**src/rtl/wb_priority_arbiter.sv**
```systemverilog
// Write-back arbiter: fixed-priority grant with per-unit aging for multi-cycle units,
// a 1-entry registered output stage, pipeline stall and WAW-driven ID/EXE clear.

module wb_arb_age #(
    parameter bit MULTI     = 1'b0,
    parameter int AGE_LIMIT = 8,
    parameter int AGE_W     = 4
) (
    input  logic clk,
    input  logic reset_n,
    input  logic valid,
    input  logic elig,
    input  logic ready,
    output logic starved
);
    logic [AGE_W-1:0] age;

    // Single-cycle units keep a constant-zero counter so the instance shape is uniform.
    always_ff @(posedge clk or negedge reset_n) begin
        if (!reset_n)
            age <= '0;
        else if (!MULTI || !valid || ready)
            age <= '0;
        else if (age < AGE_W'(AGE_LIMIT))
            age <= age + AGE_W'(1);
    end

    assign starved = MULTI && (AGE_LIMIT != 0) && elig && (age >= AGE_W'(AGE_LIMIT));
endmodule

module wb_priority_arbiter #(
    parameter int                   NUM_UNITS  = 9,
    parameter int                   DATA_W     = 32,
    parameter int                   TAG_W      = 5,
    parameter logic [NUM_UNITS-1:0] MULTI_MASK = 9'b0_0011_1111,
    parameter int                   AGE_LIMIT  = 8,
    parameter int                   AGE_W      = 4,
    localparam int                  UNIT_W     = (NUM_UNITS > 1) ? $clog2(NUM_UNITS) : 1
) (
    input  logic                        clk,
    input  logic                        reset_n,
    input  logic [NUM_UNITS-1:0]        req_valid,
    input  logic [NUM_UNITS*DATA_W-1:0] req_data,
    input  logic [NUM_UNITS*TAG_W-1:0]  req_rd,
    input  logic [NUM_UNITS-1:0]        req_start,
    input  logic                        rd_busy,
    input  logic                        out_ready,
    output logic [NUM_UNITS-1:0]        req_ready,
    output logic                        out_valid,
    output logic [DATA_W-1:0]           out_data,
    output logic [TAG_W-1:0]            out_rd,
    output logic [UNIT_W-1:0]           out_unit,
    output logic                        pipe_stall,
    output logic                        id_exe_clr
);
    logic [NUM_UNITS-1:0][DATA_W-1:0] data_arr;
    logic [NUM_UNITS-1:0][TAG_W-1:0]  rd_arr;
    logic [NUM_UNITS-1:0]             elig, starved, cand, grant;
    logic [UNIT_W-1:0]                win_idx;
    logic                             adv;

    assign data_arr = req_data;
    assign rd_arr   = req_rd;
    assign adv      = ~out_valid | out_ready;
    assign elig     = req_valid & (MULTI_MASK | ~{NUM_UNITS{rd_busy}});

    for (genvar g = 0; g < NUM_UNITS; g++) begin : g_unit
        wb_arb_age #(
            .MULTI     (MULTI_MASK[g]),
            .AGE_LIMIT (AGE_LIMIT),
            .AGE_W     (AGE_W)
        ) u_age (
            .clk     (clk),
            .reset_n (reset_n),
            .valid   (req_valid[g]),
            .elig    (elig[g]),
            .ready   (grant[g]),
            .starved (starved[g])
        );
    end

    // Starved units form their own priority tier above the ordinary eligible set.
    assign cand = (|starved) ? starved : elig;

    always_comb begin
        win_idx = '0;
        for (int i = NUM_UNITS - 1; i >= 0; i--)
            if (cand[i]) win_idx = UNIT_W'(i);
    end

    assign grant      = (adv && reset_n && |cand) ? (NUM_UNITS'(1) << win_idx) : '0;
    assign req_ready  = grant;
    assign pipe_stall = |(req_valid & ~MULTI_MASK & ~grant);
    assign id_exe_clr = pipe_stall & |(grant & req_start & MULTI_MASK);

    always_ff @(posedge clk or negedge reset_n) begin
        if (!reset_n) begin
            out_valid <= 1'b0;
            out_data  <= '0;
            out_rd    <= '0;
            out_unit  <= '0;
        end else if (adv) begin
            out_valid <= |grant;
            if (|grant) begin
                out_data <= data_arr[win_idx];
                out_rd   <= rd_arr[win_idx];
                out_unit <= win_idx;
            end
        end
    end
endmodule

```
**config.mk**
```make
export PLATFORM = sky130hd
export DESIGN_NAME = wb_priority_arbiter
export DESIGN_NICKNAME = d
export VERILOG_FILES = /design/src/rtl/wb_priority_arbiter.sv
export SDC_FILE = /design/constraint.sdc
export NUM_CORES = 1
export LEC_CHECK = 0
export ABC_CLOCK_PERIOD_IN_PS = 2500
export CORE_AREA = 2 2 158 160
export CTS_CLUSTER_DIAMETER = 60
export DETAILED_ROUTE_END_ITERATION = 7
export DIE_AREA = 0 0 160 162
export PLACE_DENSITY = 0.69
export SYNTH_ARGS = -nofsm -noshare
export SYNTH_HDL_FRONTEND = slang
export SYNTH_SLANG_ARGS = --single-unit
```
**constraint.sdc**
```tcl
create_clock -name clk -period 2.5 [get_ports clk]
set_input_delay 0.375 -clock clk [delete_from_list [all_inputs] [get_ports clk]]
set_output_delay 0.375 -clock clk [all_outputs]
set_load 0.05 [all_outputs]
```
# --- After elaboration in Yosys (flattened, before gate mapping) ---
# Cells that the tools add are included.
# W data, S select, Z words.
word_totals:
  out_inout_bits: 53
  mem_bits_rw: 0
  romBits: 0
  register_bits: 66
  word_cells: 97
  inputBits: 355
  latchBits: 0
  memories: 0
op_classes:
  multipliers: 0
  mux: 27
  addsub: 6
  magnitude_cmp: 13
  reduce_logical: 32
  shift: 1
  n_div: 0
  n_bitwise: 8
  n_eq_ne: 0
ops:
  columns: ["cell", "n"]
  rows:
  - ["$bmux W32 S4", 1]
  - ["$mux W4", 21]
  - ["$mux W32", 1]
  - ["$reduce_or A9 Y1", 3]
  - ["$add A4 B1 Y4 const B", 6]
  - ["$ge A4 B4 Y1 const B", 6]
  - ["$lt A4 B4 Y1 const B", 6]
  - ["$bmux W5 S4", 1]
  - ["$and A9 B9 Y9", 2]
  - ["$mux W9", 2]
  - ["$not A9 Y9", 2]
  - ["$reduce_bool A2 Y1", 6]
  - ["$reduce_or A6 Y1", 2]
  - ["$shl A1 B4 Y9 const A", 1]
  - ["$logic_and A1 B1 Y1", 8]
  - ["$and A6 B6 Y6", 1]
  - ["$logic_not A1 Y1", 6]
  - ["$logic_or A1 B1 Y1", 6]
  - ["$lt A4 B5 Y1 const B", 1]
  - ["$mux W5", 1]
  - ["$reduce_and A2 Y1", 1]
  - ["$and A1 B1 Y1", 1]
  - ["$not A1 Y1", 1]
  - ["$or A1 B1 Y1", 1]

# --- Longest topological paths before layout ---
# Gate-level depths: netlist of the first run.
depth:
  word_depth: 20
  mapped_depth: 11
  depth_no_buf: 8

# --- By module ---
# A second synthesis of the first run with hierarchy kept.
hier_totals:
  cells_unflattened: 720
  area_unflattened_um2: 6029.5
modules_own_cells:
  columns: ["mod", "cells_per_inst", "seq_area_each_um2", "instances", "area_each_um2"]
  rows:
  - ["wb_priority_arbiter", 600, 1051.0, 1, 4772.1]
  - ["wb_arb_age at g_unit[0].u_age ...", 19, 100.1, 6, 203.9]
  - ["wb_arb_age at g_unit[6].u_age ...", 2, 0.0, 3, 11.3]

# --- Worst setup path after synthesis of the first run ---
# No wires, ideal clock.
synth_path:
  path_type: "register to output"
  from: "register g_unit[5].u_age.age[3]"
  to: "output port id_exe_clr"
  path_stages_with_launch: 10
  n_path_buf: 1
  required_ps: 2125
  arrival_ps: 3017
  setup_slack_ps: -892
  path_cell_list: "dfrtp_1 -> buf_2 -> a22oi_2 -> a41oi_2 -> nand2_1 -> nor2_1 -> nand2_1 -> nor3_4 -> o221ai_1 -> and2_1"
synth_via:
  elab_chain_len: 19
  word_cells_on_any_way: 23
  classes_between: "order compare: 1; shift: 1; mux: 11; bitwise: 4; reduce/logical: 6"
synth_lines:
  columns: ["item", "line", "source"]
  rows:
  - ["start, declared", "16", "logic [AGE_W-1:0] age;"]
  - ["start signal, assigned", "25", "age <= age + AGE_W'(1);"]
  - ["$ge A4 B4 Y1 *", "28", "assign starved = MULTI && (AGE_LIMIT != 0) && elig && (age >= AGE_W'(AGE_LIMIT));"]
  - ["$logic_and A1 B1 Y1 *", "28", null]
  - ["$reduce_or A6 Y1", "83", "assign cand = (|starved) ? starved : elig;"]
  - ["$mux W9 *", "83", null]
  - ["$mux W4 (9 in a row)", "88", "if (cand[i]) win_idx = UNIT_W'(i);"]
  - ["$shl A1 B4 Y9", "91", "assign grant = (adv && reset_n && |cand) ? (NUM_UNITS'(1) << win_idx) : '0;"]
  - ["$mux W9 *", "91", null]
  - ["$not A9 Y9 *", "93", "assign pipe_stall = |(req_valid & ~MULTI_MASK & ~grant);"]
  - ["$and A9 B9 Y9 *", "93", null]
  - ["$reduce_or A9 Y1 *", "93", null]
  - ["via pipe_stall", "53", "output logic pipe_stall,"]
  - ["$and A1 B1 Y1 *", "94", "assign id_exe_clr = pipe_stall & |(grant & req_start & MULTI_MASK);"]
  - ["end, declared", "54", "output logic id_exe_clr"]
# The timed path passes the listed nets; every way through them passes the cells marked *.

# --- Worst setup path after layout of the first run ---
layout_path:
  from: "input port rd_busy"
  to: "output port id_exe_clr"
layout_via:
  elab_chain_len: 18
  word_cells_on_any_way: 22
  classes_between: "shift: 1; mux: 11; bitwise: 6; reduce/logical: 4"
layout_lines:
  columns: ["item", "line", "source"]
  rows:
  - ["start, declared", "46", "input logic rd_busy,"]
  - ["$not A9 Y9 *", "65", "assign elig = req_valid & (MULTI_MASK | ~{NUM_UNITS{rd_busy}});"]
  - ["$and A9 B9 Y9 *", "65", null]
  - ["$mux W9 *", "83", null]
  - ["$mux W4 (9 in a row)", "88", null]
  - ["$shl A1 B4 Y9", "91", null]
  - ["$mux W9 *", "91", null]
  - ["$not A9 Y9", "93", null]
  - ["$and A9 B9 Y9", "93", null]
  - ["$reduce_or A9 Y1", "93", null]
  - ["$and A1 B1 Y1 *", "94", null]
# Mark *: on every way between the ends. The rest lies on a longest branch, timed or not.

==> results.toml, run 1 <==
[outcome]
violations = "setup timing"
status = "finished with violations"

[logic_synthesis]
yosysSeqAreaShare_pct = 29.1
ys.flop_type = "dfrtp_1"
synthArstFlopShare_pct = 100
synth-seq-cells = 66
avgSynthCellArea_sq_um = 8.51
syn_inst = 667
ys_types = 49
synth_common_cells = "a21oi_1 (76), mux2i_1 (76), o21ai_1 (69)"
synth_largest_area_cell = "dfrtp_1"
synth-edff-count = 0
synth_area_sq_um = 5670
yosys_warnings = 0
ys_top_cells_by_area = "dfrtp_1 (29%), mux2i_1 (13%), a21oi_1 (6.7%)"
yosysTopAreaCellShare_pct = 29.1
syn-num-nets = 1031

[clock_network]
cts_tree = "built"
cts-buffers-inserted = 9
cts_num_sinks = 66
cts_root_buf = "clkbuf_16"
h-tree-depth = 3
clk_pin_slew_ns = 0.06
holdBufCountCts = 0
clock_latency_ns = 0.34
clockBufferDepth = 2

[floorplan]
rows = 57
core_sq_um = 24100
design.die.area_sq_um = 25900
fp.dieH_um = 162
die_x_um = 160
ioPinCount = 408
start_util_pct = 23.5

[pwr]
clockPowerShare_pct = 23.7
switching_share_pct = 38.6
p_leak_nw = 5.18
powerDensity_nw_per_um2 = 423
peakVddDrop_uv = 243
power_frac_comb_pct = 51.9
p_seq_share_pct = 24.4
p_switching_mw = 2.12
p_int_mw = 3.37
p_total_mw = 5.49

[timing]
timing.fmax_ghz = 0.339
worst_slew_pin_slew_ns = 0.959
finalHoldViolCount = 0
setup-violations-final = 45
fin_skew_ns = 0.00682
setup_slack_ns = -0.446
maxSlewViolCount = 0
fin_setup_tns_ns = -8.52
min_period_over_period_pct = 118
fin_crit_ns = 2.95
slew_headroom_pct = 36.1
rsz0062_at_grt = "true"

[finish]
stdcell_count = 1482
drive_gt1_share_pct = 31.0
final_nets = 1516
syn_to_final_growth_pct = 129

[global_route]
grt_max_degree = 67
antenna_found_initial = 4
grt_pass1_vias = 8018
track_usage_pct = 23.6
grt_overflow = 0
grt_pass1_wl_mm = 46.5

[critical_path]
path_class = "in2out"
cp_max_fo = 3
worst_setup_path_start_kind = "input pin"
worstSetupEndpointType = "output port"
r2r.worst_path.cells = 13
arrival_ns = 2.57
crit_required_ns = 2.12

[placed_design]
dp_hpwl_mm = 22.7
port_buffers = 404
dp.cells = 1425
globalplace.congestion = 0.900

[routing]
drt-total-wl_mm = 33.8
drc = 0
vias_per_cell = 5.28
ant_nets = 0
dr.pass1.iters = 5
wire_per_inst_um = 22.8
vias = 7818
drt_first_iter_violations = 496

[flow_run]
drv_cap = 0

[min_path]
hold_path.class = "in2async"
## stage by stage
step                instance area, sq um  hold slack (ns)  worst slack, ns  utilization (%)
floorplan                           5730           0.0794           -0.368                -
global placement                   10800            0.458           -0.626             44.7
detailed placement                 10800            0.465           -0.682             44.7
CTS                                12100            0.355           -0.428             50.2
global route                       13000            0.395           -0.526             53.8
finish                             13000            0.316           -0.446             53.8
## path summary, 6_finish.rpt
kind	from	endpoint	slack [ns]
worst min-delay path	reset_n	g_unit[3].u_age.age[1]$_DFFE_PN0P_	0.32
max in group asynchronous	reset_n	g_unit[2].u_age.age[3]$_DFFE_PN0P_	1.53
worst max-delay path	rd_busy	id_exe_clr	-0.45
worst min register to register	out_unit[3]$_DFFE_PN0P_	out_unit[3]$_DFFE_PN0P_	0.48
worst max register to register	g_unit[2].u_age.age[3]$_DFFE_PN0P_	out_data[2]$_DFFE_PN0P_	-0.25
min in group clk	out_unit[3]$_DFFE_PN0P_	out_unit[3]$_DFFE_PN0P_	0.48
## kinds of logic (layout without fill, tap and decap cells)
| logic type | count (synthesis) | after routing | synth area share [%] |
|---|---|---|---|
| AOI/OAI and AO/OA | 334 | 334 | 38.6 |
| and+or+nand+nor | 93 | 93 | 8.03 |
| buffers and inverters | 77 | 567 | 6.99 |
| muxes | 76 | 76 | 13.4 |
| DFF | 66 | 66 | 29.1 |
| xor gates and xnor gates | 12 | 12 | 1.85 |
| adders and majority gates | 9 | 9 | 1.98 |
| other | 0 | 1 | 0 |
## routing by layer
layer  global-route usage (%)  share of wire [%]  vias up
met4                     11.4                4.2        2
met5                        0              0.039        -
li1                         -                  -     3532
met2                     41.2                 50      439
met3                     6.10                8.3       91
met1                     27.0                 38     3754
## sequential cells by signal, summed over array words and instances (netlist names)
register,flops
out_rd,5
g_unit.u_age.age,24
out_data,32
out_unit,4
out_valid,1
## power groups by stage
stage	clock, mW	sequential, mW	combinational (mW)
global placement	0	1.34	2.32
CTS	1.36	1.33	2.63
floorplan	0	1.79	0.662
detailed placement	0	1.35	2.34
global route	1.40	1.35	2.99
finish	1.30	1.34	2.85
## placed cells by master, fill, tap and decap left out, types with 7 or more instances in the layout
cell type | Yosys | layout
mux2i_1 | 76 | 73
inv_1 | 16 | 14
nand2_1 | 21 | 15
o221ai_1 | 37 | 19
clkdlybuf4s50_1 | 0 | 386
a21oi_4 | 0 | 46
dfrtp_1 | 66 | 65
buf_6 | 1 | 16
buf_16 | 0 | 11
nor2_1 | 34 | 29
clkbuf_16 | 0 | 11
o21ai_1 | 69 | 48
o21ai_0 | 46 | 7
buf_12 | 0 | 27
a21oi_2 | 1 | 25
a21boi_1 | 0 | 31
a22oi_1 | 37 | 36
buf_4 | 18 | 82
ha_1 | 9 | 9
o221ai_2 | 0 | 17
o21ai_2 | 1 | 55
## cell type report
cell class | instances | area [sq um]
antenna | 1 | 2.50
clock buffer | 11 | 233
clock inverter | 5 | 55.1
fill | 2162 | 11100
inverter | 16 | 60.1
multi-input combinational | 524 | 4860
sequential | 66 | 1650
tap | 324 | 405
timing repair buffer | 535 | 5700
## repair_timing
action                                  CTS  global route
gates resized for setup                 225           152
gates cloned                             11             3
buffers inserted                         20            10
pin swaps                               128            73
endpoints found under the setup margin   54            56
## critical path, cell delays in order
cell             delay [ns]
clkdlybuf4s50_1        0.48
o21bai_1               0.22
and2_1                 0.19
o21a_4                 0.24
nor3_4                 0.19
nand2_2                0.13
o31ai_4                0.29
o221ai_4               0.14
and2_4                 0.16
buf_8                  0.14
(Power assumes the default switching activity.)
==> inputs of run 2 (changes only) <==
--- a/config.mk
+++ b/config.mk
@@ -11,6 +11,7 @@
 export DETAILED_ROUTE_END_ITERATION = 7
 export DIE_AREA = 0 0 160 162
 export PLACE_DENSITY = 0.69
+export SLEW_MARGIN = 0
 export SYNTH_ARGS = -nofsm -noshare
 export SYNTH_HDL_FRONTEND = slang
 export SYNTH_SLANG_ARGS = --single-unit
==> results of run 2 <==
No change in the layout: final DEF, timing and power equal those of run 1.
